[config.mk]
export PLATFORM = sky130hd
export DESIGN_NAME = score_arbiter
export DESIGN_NICKNAME = d
export VERILOG_FILES = /design/src/rtl/score_arbiter.sv
export SDC_FILE = /design/constraint.sdc
export NUM_CORES = 1
export LEC_CHECK = 0
export CAP_MARGIN = 20
export CORE_MARGIN = 2
export CORE_UTILIZATION = 50
export DETAILED_ROUTE_END_ITERATION = 10
export DONT_BUFFER_PORTS = 1
export SYNTH_ARGS = -nofsm -noshare
export SYNTH_HDL_FRONTEND = slang
export SYNTH_SLANG_ARGS = --single-unit
[constraint.sdc]
create_clock -name clk_i -period 4.2 [get_ports clk_i]
set_clock_uncertainty 0.15 [all_clocks]
set_input_delay 0.84 -clock clk_i [delete_from_list [all_inputs] [get_ports clk_i]]
set_output_delay 0.84 -clock clk_i [all_outputs]
set_load 0.01 [all_outputs]
[src/rtl/score_arbiter.sv]
// Two-player scoreboard arbiter: synchronises and optionally debounces four
// push-button requests, latches each press as pending, then services home and
// guest in round-robin order with saturating +1/-1 updates.
// Optional input filter: define SCORE_ARB_DEBOUNCE_EN to require DEB_CYCLES
// consecutive high samples before a press is accepted.
module score_arbiter #(
    parameter int BW         = 7,
    parameter int MAX_VAL    = 99,
    parameter int DEB_CYCLES = 4
) (
    input  logic          clk_i,
    input  logic          rst_i,
    input  logic [1:0]    req_up_i,
    input  logic [1:0]    req_down_i,
    output logic [BW-1:0] score0_o,
    output logic [BW-1:0] score1_o,
    output logic [1:0]    grant_o,
    output logic          busy_o,
    output logic          upd_o,
    output logic          sat_o
);

    typedef enum logic [1:0] {
        IDLE,
        ARB,
        UPDATE
    } state_t;

    localparam logic [BW-1:0] MAXV = BW'(MAX_VAL);

    // Request vector layout: [0] up0, [1] up1, [2] down0, [3] down1.
    localparam logic [3:0] REQ0_MASK = 4'b0101;
    localparam logic [3:0] REQ1_MASK = 4'b1010;

    logic [3:0] sync1_q, sync2_q;
    logic [3:0] deb;
    logic [3:0] deb_prev_q;
    logic [3:0] rise;
    logic [3:0] pend_q, pend_d, clr;

    state_t        state_q, state_d;
    logic [1:0]    gnt_q, gnt_d;
    logic [1:0]    sel;
    logic [1:0]    req_any;
    logic          ptr_q, ptr_d;
    logic [BW-1:0] score0_q, score0_d, score1_q, score1_d;
    logic [BW-1:0] cur, nxt;
    logic          up, dn;
    logic          upd_q, upd_d, sat_q, sat_d;

    // Two-flop synchroniser for all four button inputs.
    always_ff @(posedge clk_i) begin
        if (!rst_i) begin
            sync1_q <= '0;
            sync2_q <= '0;
        end else begin
            sync1_q <= {req_down_i, req_up_i};
            sync2_q <= sync1_q;
        end
    end

`ifdef SCORE_ARB_DEBOUNCE_EN
    localparam logic [3:0] DEB_MAX = 4'(DEB_CYCLES);

    logic [3:0] cnt_q [4];
    logic [3:0] cnt_d [4];
    logic [3:0] deb_q, deb_d;

    // Count consecutive high samples; level rises on the DEB_CYCLES-th, drops on any low.
    always_comb begin
        for (int unsigned i = 0; i < 4; i++) begin
            cnt_d[i] = '0;
            deb_d[i] = 1'b0;
            if (sync2_q[i]) begin
                cnt_d[i] = (cnt_q[i] == DEB_MAX) ? cnt_q[i] : cnt_q[i] + 4'd1;
                deb_d[i] = (cnt_q[i] >= DEB_MAX - 4'd1);
            end
        end
    end

    // Debounce counter and level registers.
    always_ff @(posedge clk_i) begin
        if (!rst_i) begin
            for (int unsigned i = 0; i < 4; i++) cnt_q[i] <= '0;
            deb_q <= '0;
        end else begin
            for (int unsigned i = 0; i < 4; i++) cnt_q[i] <= cnt_d[i];
            deb_q <= deb_d;
        end
    end

    assign deb = deb_q;
`else
    assign deb = sync2_q;
`endif

    assign rise    = deb & ~deb_prev_q;
    assign req_any = {pend_q[1] | pend_q[3], pend_q[0] | pend_q[2]};
    // On conflict ptr_q names the favoured requester.
    assign sel     = (&req_any) ? (ptr_q ? 2'b10 : 2'b01) : req_any;

    // A new press is kept even if its requester is cleared on the same edge.
    assign pend_d = (pend_q & ~clr) | rise;

    // Arbitration FSM next-state, score arithmetic and pulse generation.
    always_comb begin
        state_d  = state_q;
        gnt_d    = gnt_q;
        ptr_d    = ptr_q;
        clr      = '0;
        score0_d = score0_q;
        score1_d = score1_q;
        upd_d    = 1'b0;
        sat_d    = 1'b0;
        up       = gnt_q[1] ? pend_q[1] : pend_q[0];
        dn       = gnt_q[1] ? pend_q[3] : pend_q[2];
        cur      = gnt_q[1] ? score1_q : score0_q;
        nxt      = cur;
        unique case (state_q)
            IDLE: begin
                if (|pend_q) state_d = ARB;
            end
            ARB: begin
                gnt_d   = sel;
                state_d = (|sel) ? UPDATE : IDLE;
            end
            UPDATE: begin
                if (up && !dn) begin
                    if (cur == MAXV) sat_d = 1'b1;
                    else             nxt   = cur + BW'(1);
                end else if (dn && !up) begin
                    if (cur == '0) sat_d = 1'b1;
                    else           nxt   = cur - BW'(1);
                end
                if (gnt_q[1]) score1_d = nxt;
                else          score0_d = nxt;
                clr     = gnt_q[1] ? REQ1_MASK : REQ0_MASK;
                // Favour the requester not just served (a toggle whenever both contend).
                ptr_d   = gnt_q[0];
                upd_d   = 1'b1;
                gnt_d   = '0;
                state_d = IDLE;
            end
            default: state_d = IDLE;
        endcase
    end

    // State, pending, score and output registers.
    always_ff @(posedge clk_i) begin
        if (!rst_i) begin
            deb_prev_q <= '0;
            pend_q     <= '0;
            state_q    <= IDLE;
            gnt_q      <= '0;
            ptr_q      <= 1'b0;
            score0_q   <= '0;
            score1_q   <= '0;
            upd_q      <= 1'b0;
            sat_q      <= 1'b0;
        end else begin
            deb_prev_q <= deb;
            pend_q     <= pend_d;
            state_q    <= state_d;
            gnt_q      <= gnt_d;
            ptr_q      <= ptr_d;
            score0_q   <= score0_d;
            score1_q   <= score1_d;
            upd_q      <= upd_d;
            sat_q      <= sat_d;
        end
    end

    assign score0_o = score0_q;
    assign score1_o = score1_q;
    assign grant_o  = (state_q == ARB) ? sel : gnt_q;
    assign busy_o   = (state_q != IDLE);
    assign upd_o    = upd_q;
    assign sat_o    = sat_q;

endmodule

==> results.ini <==
[global_route]
grt_pass1_vias = 1432
antenna_found_initial = 0
grt_pass1_wl_microns = 6730
grt_usage_pct = 19.8
grt_max_degree = 37
overflow = 0

[clock_network]
insertion_delay_ns = 0.29
clk_pin_slew_ns = 0.08
ctsResizeCount = 0
cts_buffers = 5
clock-sinks = 37
cts_tree = done
cts_htree_levels = 2
cts_buffer_depth = 2
hold_buffers = 0
cts_setup_buffers = 0
cts-root-buf = clkbuf_8

[setup_path]
crit_required_ns = 4.19
cp_top_family = compound AO/OA/AOI/OAI gates
end_kind = flip-flop
critPathMaxFanout = 26
worstPathArrival_ns = 3.13
path_buf_inv = 0
path_class = reg -> reg
crit_path_top_delay_cell = dfxtp_1
slowest_delay_ns = 0.91
cp-start-kind = flip-flop
path_cells = mux2i_1 -> o211ai_1 -> o31a_1 -> a32oi_1 -> a21oi_1

[timing]
relSlewSlack_pct = 41.5
fin_crit_ns = 3.14
period_share_pct = 74.8
fmax_ghz = 0.318
tightest_slew_ns = 0.854
grt_setup_unrepaired = no
layout_setup_ws_ns = 1.06
hold_viol = 0
drv_slew = 0
setup-tns-final_ns = 0
setup_viol = 0

[floorplanning]
num_io_pins = 25
die_x_microns = 65.9
die_height_microns = 65.9
row_count = 22
initial_core_util_pct = 52.3
die_area_sq_um = 4340
fp.coreArea_sq_um = 3660

[final_layout]
regArea_sq_um = 741
diodes = 0
nets = 227
layout-drive-gt1-share_pct = 6.51
fillers = 341
final_common_cell = dfxtp_1
layout_common_cells = dfxtp_1 (37), o21ai_0 (21), and2_1 (13)
syn2layout_area_growth_pct = 6.21
multi_input_area_sq_um = 1050

[synth]
yosys.area_share.adder_pct = 4.57
avgSynthCellArea_sq_um = 8.71
synth_xor_area_share_pct = 2.29
synth_nets = 233
synth_top_family_by_area = simple AND/OR/NAND/NOR gates
synth.area.mux_share_pct = 6.27
yosys.cell_types.count = 45
synth-seq-area-share_pct = 38.7
syn_area_sq_um = 1920
ys_ff_latch = 37
synth_compound_area_share_pct = 19.9
postSynthCellCount = 220
ys_warn_count = 0
yosys.area_share.simple_pct = 21.8

[power]
switching_power_mw = 0.258
ir_worst_vdd_v = 0.000267
leakage_nw = 0.783
p_seq_share_pct = 42.4
power.density_nw_per_um2 = 459
p_int_mw = 0.676
netSwitchingFraction_pct = 27.6
p_clk_share_pct = 39.9
p_comb_share_pct = 17.7

[route]
post_drt_wl_per_cell_microns = 15.3
vias_per_cell = 5.99
route.detailed.drc = 0
drtIter0Drc = 69
wirelength_microns = 4020
vias = 1575
ant_nets = 0
drt_pre_antenna_iters = 4

[placed_design]
dp_hpwl_microns = 2830
place_ws_ns = 1.16
io_buffers = 0
gp_congestion = 0.982

[job]
drv_cap = 0

[hold_path]
holdCritPathClass = reg -> reg

[status]
status = finished, final reports clean

==> sequential cells by signal, summed over array words and instances, names as in the netlist <==
name        count
deb             4
deb_prev_q      4
gnt_q           2
pend_q          4
ptr_q           1
sat_o           1
score0_o        7
score1_o        7
state_q         2
sync1_q         4
upd_o           1
==> cell type report <==
| class | instances | share of cell area (%) |
|---|---|---|
| Inverter | 12 | 2.21 |
| Tap cell | 48 | 2.95 |
| Multi-Input combinational cell | 158 | 51.7 |
| Clock inverter | 3 | 3.38 |
| Sequential cell | 37 | 36.4 |
| Clock buffer | 5 | 3.38 |
==> stage by stage <==
stage                     utilization (%)  area, sq um  hold slack, ns  std cells  total power, mW
after floorplan                         -         1920           0.249        220            0.544
after global placement               51.8         1900           0.253        255            0.558
after detailed placement             51.8         1900           0.260        255            0.566
after CTS                            55.6         2030           0.270        263            0.939
after global routing                 55.6         2030           0.302        263            0.980
final                                55.6         2030           0.263        263            0.934
==> cells by family after synthesis <==
kind of cell | after synthesis
multiplexers | 11
XOR/XNOR | 5
adder cells (fa/ha/maj) | 7
AO/OA/AOI/OAI | 60
buffers and inverters | 25
AND/OR/NAND/NOR | 75
flip-flops | 37
==> per-layer routing <==
metal  global-route usage [%]  vias up  part of all wire (%)
met3                     6.13        4                   7.3
li1                         -      773                     -
met1                     27.2      743                    47
met2                     30.2       55                    45
met5                        0        -                     0
met4                     5.21        0                  0.99
==> cells in the mapped netlist <==
cell | count | share of area (%)
o2111ai_1 | 1 | 0.46
o22ai_1 | 1 | 0.33
buf_6 | 4 | 2.4
a221oi_1 | 1 | 0.46
dfxtp_1 | 37 | 39
a221o_1 | 1 | 0.52
or4_1 | 3 | 1.2
nor3_1 | 6 | 1.6
xnor2_1 | 3 | 1.4
a32oi_1 | 2 | 0.91
nand3b_1 | 5 | 2.0
mux2i_1 | 7 | 3.7
o31ai_1 | 3 | 1.2
o21ai_0 | 21 | 5.5
o211ai_1 | 1 | 0.39
xor2_1 | 2 | 0.91
or2_0 | 1 | 0.33
o21a_1 | 1 | 0.39
a21boi_0 | 3 | 1.2
nand2b_1 | 3 | 0.98
and2_1 | 13 | 4.2
a22o_1 | 1 | 0.46
o311ai_1 | 1 | 0.46
or3_1 | 1 | 0.33
o31a_1 | 1 | 0.46
nand3_1 | 12 | 3.1
and3b_1 | 2 | 0.91
a31oi_1 | 6 | 2.0
o21ai_1 | 1 | 0.26
a211oi_1 | 4 | 1.6
mux2_2 | 2 | 1.2
nor3b_1 | 3 | 1.2
o22a_1 | 1 | 0.46
or3b_1 | 1 | 0.46
clkbuf_1 | 9 | 1.8
ha_1 | 7 | 4.6
nor2_1 | 8 | 1.6
nand2_1 | 12 | 2.4
a21oi_1 | 8 | 2.1
or2_2 | 2 | 0.65
nor2b_1 | 3 | 0.98
inv_1 | 12 | 2.4
a2111oi_0 | 1 | 0.46
a2bb2oi_1 | 1 | 0.46
mux2i_2 | 2 | 1.4
==> final timing paths <==
path	slack (ns)	cells after the start	endpoint	startpoint
worst max-delay path	1.06	5	score0_o[6]	gnt_q[1]
worst min register to register	0.26	1	pend_q[2]	deb_prev_q[2]
worst min-delay path	0.26	1	pend_q[2]	deb_prev_q[2]
worst max register to register	1.06	5	score0_o[6]	gnt_q[1]
==> power by group through the flow <==
| stage | clock network, mW | logic (mW) | registers [mW] |
|---|---|---|---|
| 6_report | 0.373 | 0.165 | 0.396 |
| 5_1_grt | 0.395 | 0.185 | 0.400 |
| 4_1_cts | 0.380 | 0.163 | 0.396 |
| 3_5_place_dp | 0 | 0.162 | 0.404 |
| 3_3_place_gp | 0 | 0.155 | 0.403 |
| 2_1_floorplan | 0 | 0.151 | 0.393 |
No activity file was read; power rests on OpenSTA's default activity.
